[config.mk]
export PLATFORM = sky130hd
export DESIGN_NAME = seq_mult_flat
export DESIGN_NICKNAME = d
export VERILOG_FILES = /design/src/rtl/seq_mult_if.sv /design/src/rtl/seq_mult.sv /design/src/flat_wrapper.sv
export SDC_FILE = /design/constraint.sdc
export NUM_CORES = 1
export LEC_CHECK = 0
export BUFFER_PORTS_ARGS = -buffer_cell sky130_fd_sc_hd__buf_2
export CAP_MARGIN = 25
export CORE_MARGIN = 3
export CORE_UTILIZATION = 45
export CTS_CLUSTER_DIAMETER = 60
export DETAILED_ROUTE_END_ITERATION = 7
export HOLD_SLACK_MARGIN = 0.1
export PLACE_DENSITY = 0.64
export SYNTH_ARGS = -nofsm -noshare
export SYNTH_HDL_FRONTEND = slang
export SYNTH_SLANG_ARGS = --single-unit
[constraint.sdc]
create_clock -name clk -period 2.16 [get_ports clk]
set_clock_uncertainty 0.05 [all_clocks]
set_input_delay 0.324 -clock clk [delete_from_list [all_inputs] [get_ports clk]]
set_output_delay 0.324 -clock clk [all_outputs]
set_load 0.01 [all_outputs]
[src/rtl/seq_mult_if.sv]
// Handshake and operand/result bundle for seq_mult.
// The master drives the request; the slave (the multiplier) returns the status and the product.
interface seq_mult_if #(
   parameter int WIDTH = 8
);
   logic                   start;
   logic                   signed_op;
   logic [WIDTH-1:0]       x;
   logic [WIDTH-1:0]       y;
   logic                   busy;
   logic                   done;
   logic [2*WIDTH-1:0]     p;

   modport master (
      output start, signed_op, x, y,
      input  busy, done, p
   );

   modport slave (
      input  start, signed_op, x, y,
      output busy, done, p
   );
endinterface

[src/rtl/seq_mult.sv]
// Sequential shift-add multiplier: one partial-product step per clock, WIDTH steps per product.
// Define SEQ_MULT_SIGNED_EN to compile in the Booth radix-2 signed mode selected by signed_op.
module seq_mult #(
   parameter int WIDTH = 8
) (
   input  logic          clk,
   input  logic          rst,
   seq_mult_if.slave     bus
);

   localparam int CW = $clog2(WIDTH + 1);

   typedef enum logic [1:0] {
      IDLE = 2'd0,
      RUN  = 2'd1,
      DONE = 2'd2
   } state_e;

   state_e                 state_q, state_d;
   logic [WIDTH-1:0]       m_q, m_d;
   logic [WIDTH-1:0]       q_q, q_d;
   logic [WIDTH:0]         a_q, a_d;
   logic [CW-1:0]          cnt_q, cnt_d;
   logic [2*WIDTH-1:0]     p_q, p_d;

   logic [WIDTH:0]         sum;
   logic                   shift_in;

`ifdef SEQ_MULT_SIGNED_EN
   logic                   qm1_q, qm1_d;
   logic                   mode_q, mode_d;
   logic [WIDTH:0]         m_sext;

   assign m_sext = {m_q[WIDTH-1], m_q};
`else
   logic                   unused_signed_op;

   assign unused_signed_op = bus.signed_op;
`endif

   always_ff @(posedge clk or posedge rst) begin
      if (rst) begin
         state_q <= IDLE;
         m_q     <= '0;
         q_q     <= '0;
         a_q     <= '0;
         cnt_q   <= '0;
         p_q     <= '0;
`ifdef SEQ_MULT_SIGNED_EN
         qm1_q   <= 1'b0;
         mode_q  <= 1'b0;
`endif
      end else begin
         state_q <= state_d;
         m_q     <= m_d;
         q_q     <= q_d;
         a_q     <= a_d;
         cnt_q   <= cnt_d;
         p_q     <= p_d;
`ifdef SEQ_MULT_SIGNED_EN
         qm1_q   <= qm1_d;
         mode_q  <= mode_d;
`endif
      end
   end

   // Partial-product step: conditional add (or Booth add/subtract), then the shift-in bit for A.
   always_comb begin
      sum      = a_q;
      shift_in = 1'b0;
`ifdef SEQ_MULT_SIGNED_EN
      if (mode_q) begin
         unique case ({q_q[0], qm1_q})
            2'b01:   sum = a_q + m_sext;
            2'b10:   sum = a_q - m_sext;
            default: sum = a_q;
         endcase
         shift_in = sum[WIDTH];
      end else if (q_q[0]) begin
         sum = a_q + {1'b0, m_q};
      end
`else
      if (q_q[0]) begin
         sum = a_q + {1'b0, m_q};
      end
`endif
   end

   always_comb begin
      state_d = state_q;
      m_d     = m_q;
      q_d     = q_q;
      a_d     = a_q;
      cnt_d   = cnt_q;
      p_d     = p_q;
`ifdef SEQ_MULT_SIGNED_EN
      qm1_d   = qm1_q;
      mode_d  = mode_q;
`endif

      unique case (state_q)
         IDLE: begin
            if (bus.start) begin
               state_d = RUN;
               m_d     = bus.x;
               q_d     = bus.y;
               a_d     = '0;
               cnt_d   = '0;
`ifdef SEQ_MULT_SIGNED_EN
               qm1_d   = 1'b0;
               mode_d  = bus.signed_op;
`endif
            end
         end

         RUN: begin
            a_d   = {shift_in, sum[WIDTH:1]};
            q_d   = {sum[0], q_q[WIDTH-1:1]};
`ifdef SEQ_MULT_SIGNED_EN
            qm1_d = q_q[0];
`endif
            cnt_d = cnt_q + 1'b1;
            // The product is taken from the post-shift values of the final step.
            if (cnt_q == CW'(WIDTH - 1)) begin
               p_d     = {a_d[WIDTH-1:0], q_d};
               state_d = DONE;
            end
         end

         DONE: begin
            state_d = IDLE;
         end

         default: begin
            state_d = IDLE;
         end
      endcase
   end

   assign bus.busy = (state_q == RUN);
   assign bus.done = (state_q == DONE);
   assign bus.p    = p_q;

endmodule

[src/flat_wrapper.sv]
// flat-port wrapper written by rule: the top's interface ports become plain ports
module seq_mult_flat 
#(
   parameter int WIDTH = 8
)
  (clk, rst, bus_start, bus_signed_op, bus_x, bus_y, bus_busy, bus_done, bus_p);
  seq_mult_if #(.WIDTH(WIDTH)) bus_i ();
  input  logic clk;
  input  logic rst;
  input wire logic [$bits(bus_i.start)-1:0] bus_start;
  input wire logic [$bits(bus_i.signed_op)-1:0] bus_signed_op;
  input wire logic [$bits(bus_i.x)-1:0] bus_x;
  input wire logic [$bits(bus_i.y)-1:0] bus_y;
  output wire logic [$bits(bus_i.busy)-1:0] bus_busy;
  output wire logic [$bits(bus_i.done)-1:0] bus_done;
  output wire logic [$bits(bus_i.p)-1:0] bus_p;
  assign bus_i.start = bus_start;
  assign bus_i.signed_op = bus_signed_op;
  assign bus_i.x = bus_x;
  assign bus_i.y = bus_y;
  assign bus_busy = bus_i.busy;
  assign bus_done = bus_i.done;
  assign bus_p = bus_i.p;
  seq_mult #(.WIDTH(WIDTH)) u_core (.clk(clk), .rst(rst), .bus(bus_i));
endmodule
# After elaboration in Yosys (flattened, before gate mapping)
# Cells that the tools add are included.
# totals
elab_cells,29
in_bits,20
register_bits,47
# classes
eq_ne,5
n_reduce_logical,6
muxes,10
add_sub_neg,2
# op_table
cell,n
$mux W9,2
$pmux W9 S2,1
$pmux W8 S2,1
$add A9 B8 Y9,1
$mux W8,1
$pmux W4 S2,1
$reduce_and A2 Y1,4
$add A4 B1 Y4 const B,1
$eq A4 B3 Y1 const B,1
$mux W2,2
$mux W4,1
$pmux W2 S2,1
$eq A2 B1 Y1 const B,1
$eq A2 B2 Y1 const B,1
$logic_not A2 Y1,1
$ne A2 B1 Y1 const B,1
$ne A2 B2 Y1 const B,1
$reduce_bool A2 Y1,1

# Depth between registers and ports, before layout
# depth
word_depth,3
ltp_mapped,8
mapped_depth_nobuf,8

# Worst setup path after synthesis
# OpenSTA, ideal clock, no wires.
# synth_path
path_type,reg2reg
startpoint,register u_core.a_q[0]
endpoint,register u_core.a_q[3]
synth_period_minus_slack_ns,1.734
slack_ns,0.426
arrival_time_ns,1.602
setup_time_ns,0.082
n_path_buf,0
stages_incl_launch_ff,9
path_cell_list,dfrtp_1 -> ha_1 -> inv_1 -> fa_1 -> nand2b_1 -> a21oi_1 -> nor3_1 -> nand3b_1 -> a31oi_1
# synth_between
elab_chain_cells,3
# synth_lines
item,line,source
start: declaration,seq_mult.sv:22,"logic [WIDTH:0] a_q, a_d;"
start signal: assignment,seq_mult.sv:46,a_q <= '0;
start signal: assignment,seq_mult.sv:57,a_q <= a_d;
$add A9 B8 Y9,seq_mult.sv:84,"sum = a_q + {1'b0, m_q};"
$mux W9,seq_mult.sv:83,if (q_q[0]) begin
$pmux W9 S2,seq_mult.sv:101,unique case (state_q)
# Every way passes these cells.
# A chain may end at the register's enable or synchronous reset.

# Worst setup path in the final report
# Same ends and word-level chain as after synthesis.

==> reports/metrics.yaml <==
drt:
  drtIter0Drc: 90
  vias: 1669
  drc: 0
  dr.pass1.iters: 4
  final_antenna_net_count: 0
  vias_per_cell: 5.07
  wire_per_inst_um: 13.4
  wl_um: 4410
sta:
  hold_viol_final: 0
  max_freq_mhz: 517
  layout_min_cycle_time_ns: 1.93
  rsz0062_at_grt: "false"
  maxSlewViolCount: 0
  relSlewSlack_pct: 61.9
  setup_viol: 0
  tightest_slew_ns: 0.571
  fin_crit_sh_pct: 89.5
  fin_tns_setup_ns: 0
  hold_slack_ns: 0.0958
worst_hold_path:
  hp-class: "in -> async"
critical_path:
  slowest_stage: "fa_1"
  r2r_setup_slack_ns: 0.23
  worstPathMaxFanout: 3
  cp_cell_sequence: "ha_1 -> inv_1 -> fa_1 -> nand2b_1 -> a21oi_1 -> nor3_1 -> nand3b_1 -> a31oi_1"
  cp_slowest_stage_delay_ns: 0.39
  path_buf_inv: 1
  cp.required_ns: 2.33
  path_delay_family: "adder cells"
  crit_type: "reg -> reg"
  end_kind: "register"
  critPathLaunchType: "register"
  cp.arrival_ns: 2.11
grt:
  grt_start_max_net_pins: 47
  grt_first_pass_wirelength_um: 7970
  grt.overflow.total: 0
  grt_pass1_vias: 1702
  grt_usage_pct: 16.8
  antenna_found_initial: 0
pwr:
  max-vdd-ir-drop_uv: 1010
  power_per_cell_area_nw_per_um2: 1670
  leakagePower_nw: 1.25
  report.power.total_mw: 4.27
cts:
  post_cts_buffers: 0
  ctsResizeCount: 0
  cts_buffers: 5
  clk_path_buf_depth: 2
  h-tree-depth: 2
  cts_tree: "done"
  clk_latency_ns: 0.30
  clock-sinks: 46
  cts_root_buf: "clkbuf_8"
  hold_buffers: 0
  path_clk_slew_ns: 0.09
finish:
  final_nets: 293
  diodes: 0
  drive_gt1_share_pct: 24.2
  syn2layout_area_growth_pct: 15.4
  final_cell_mix: "dfrtp_1 (46), nand2_1 (37), buf_2 (36)"
  layout_commonest_cell: "dfrtp_1"
floorplan:
  num_rows: 24
  die-area_um2: 5790
  core_area_um2: 4530
  chipHeight_um: 76.1
  start_util_pct: 48.8
  fp.dieW_um: 76.1
  io_pins: 38
placement:
  finalWeightedCongestion: 0.821
  dp_hpwl_um: 3040
  portBuffers: 36
logic_synthesis:
  synthArstFlopShare_pct: 100
  synth_ff_type: "dfrtp_1"
  syn-num-nets: 255
  syn_area_um2: 2210
  synth_edf_count: 0
  syn_avg_cell_area_um2: 9.83
  synth_cell_types: 38
  yosysTopAreaCellShare_pct: 52.0
  syn_inst: 225
  synthTopCellsByArea: "dfrtp_1 (52%), nand2_1 (6.3%), ha_1 (5.1%), o21ai_0 (4.3%), mux2_2 (4.1%)"
  ys_seq_elements: 46
  yosys_warnings: 0
  ys_seq_area_share_pct: 52.0
  yosys.area.top_type: "dfrtp_1"
job:
  drv_cap: 0
status:
  status: "complete, no violations"
stage by stage:
stage	cells	setup WS (ns)	instance area (um2)	utilization, %
2_1_floorplan	225	0.426	2210	-
3_3_place_gp	321	0.260	2440	53.9
3_5_place_dp	321	0.221	2440	53.9
4_1_cts	329	0.216	2550	56.3
5_1_grt	329	0.0381	2550	56.3
6_report	329	0.226	2550	56.3
power breakdown:
part | total (mW) | switching (mW) | internal (mW)
Combinational | 2.04 | 1.14 | 0.906
Clock | 0.640 | 0.299 | 0.341
Sequential | 1.59 | 0.304 | 1.29
logic make-up after synthesis:
| kind of cell | after synthesis | share of synthesized area (%) |
|---|---|---|
| flip-flops | 46 | 52.0 |
| AND/OR/NAND/NOR | 83 | 16.6 |
| multiplexers | 12 | 5.88 |
| XOR/XNOR | 3 | 1.19 |
| adder cells (fa/ha/maj) | 10 | 6.00 |
| AO/OA/AOI/OAI | 51 | 13.5 |
| buffers and inverters | 20 | 4.75 |
registers in the layout, indices dropped and copies added (netlist names):
name            cells
u_core.a_q          8
u_core.bus.p       16
u_core.cnt_q        4
u_core.m_q          8
u_core.q_q          8
u_core.state_q      2
worst min-delay path: stages:
cell and delay (ns):
buf_2 0.10, inv_2 0.03, buf_4 0.46
layer usage:
metal  vias up  GRT usage (%)  wire length, um
li1        847              -                -
met2        37           27.1             2020
met3         5           3.78              250
met1       780           22.7             2080
met5         -              0                0
met4         0           5.07               59
cells in the mapped netlist (2+ instances only):
| library cell | n |
|---|---|
| a21o_1 | 2 |
| buf_2 | 3 |
| dfrtp_1 | 46 |
| a21oi_1 | 10 |
| clkbuf_1 | 2 |
| inv_2 | 2 |
| or3_1 | 2 |
| mux2i_1 | 4 |
| nand3_1 | 11 |
| a31oi_1 | 5 |
| nor2_1 | 21 |
| o22ai_1 | 7 |
| mux2_2 | 8 |
| nand2_1 | 37 |
| o21ai_1 | 2 |
| nor2b_1 | 2 |
| nand2b_1 | 4 |
| o21ai_0 | 19 |
| buf_4 | 2 |
| xnor2_1 | 3 |
| ha_1 | 9 |
| inv_1 | 8 |
layout make-up:
| cell class | count | area (um2) |
|---|---|---|
| clock buffer | 5 | 68.8 |
| clock inverter | 3 | 40.0 |
| fill | 422 | 1980 |
| inverter | 10 | 37.5 |
| multi-input combinational | 159 | 956 |
| sequential | 46 | 1150 |
| tap | 65 | 81.3 |
| timing repair buffer | 41 | 218 |
worst paths after layout:
check,cells past startpoint,from,end
worst max-delay path,8,u_core.a_q[0]$_DFFE_PP0P_,u_core.a_q[3]$_DFFE_PP0P_
worst min-delay path,3,rst,u_core.m_q[7]$_DFFE_PP0P_
worst max register to register,8,u_core.a_q[0]$_DFFE_PP0P_,u_core.a_q[3]$_DFFE_PP0P_
worst min register to register,2,u_core.bus.p[3]$_DFFE_PP0P_,u_core.bus.p[3]$_DFFE_PP0P_
max in group asynchronous,3,rst,u_core.a_q[3]$_DFFE_PP0P_
min in group clk,2,bus_x[7],u_core.m_q[7]$_DFFE_PP0P_
(Power assumes the default switching activity.)
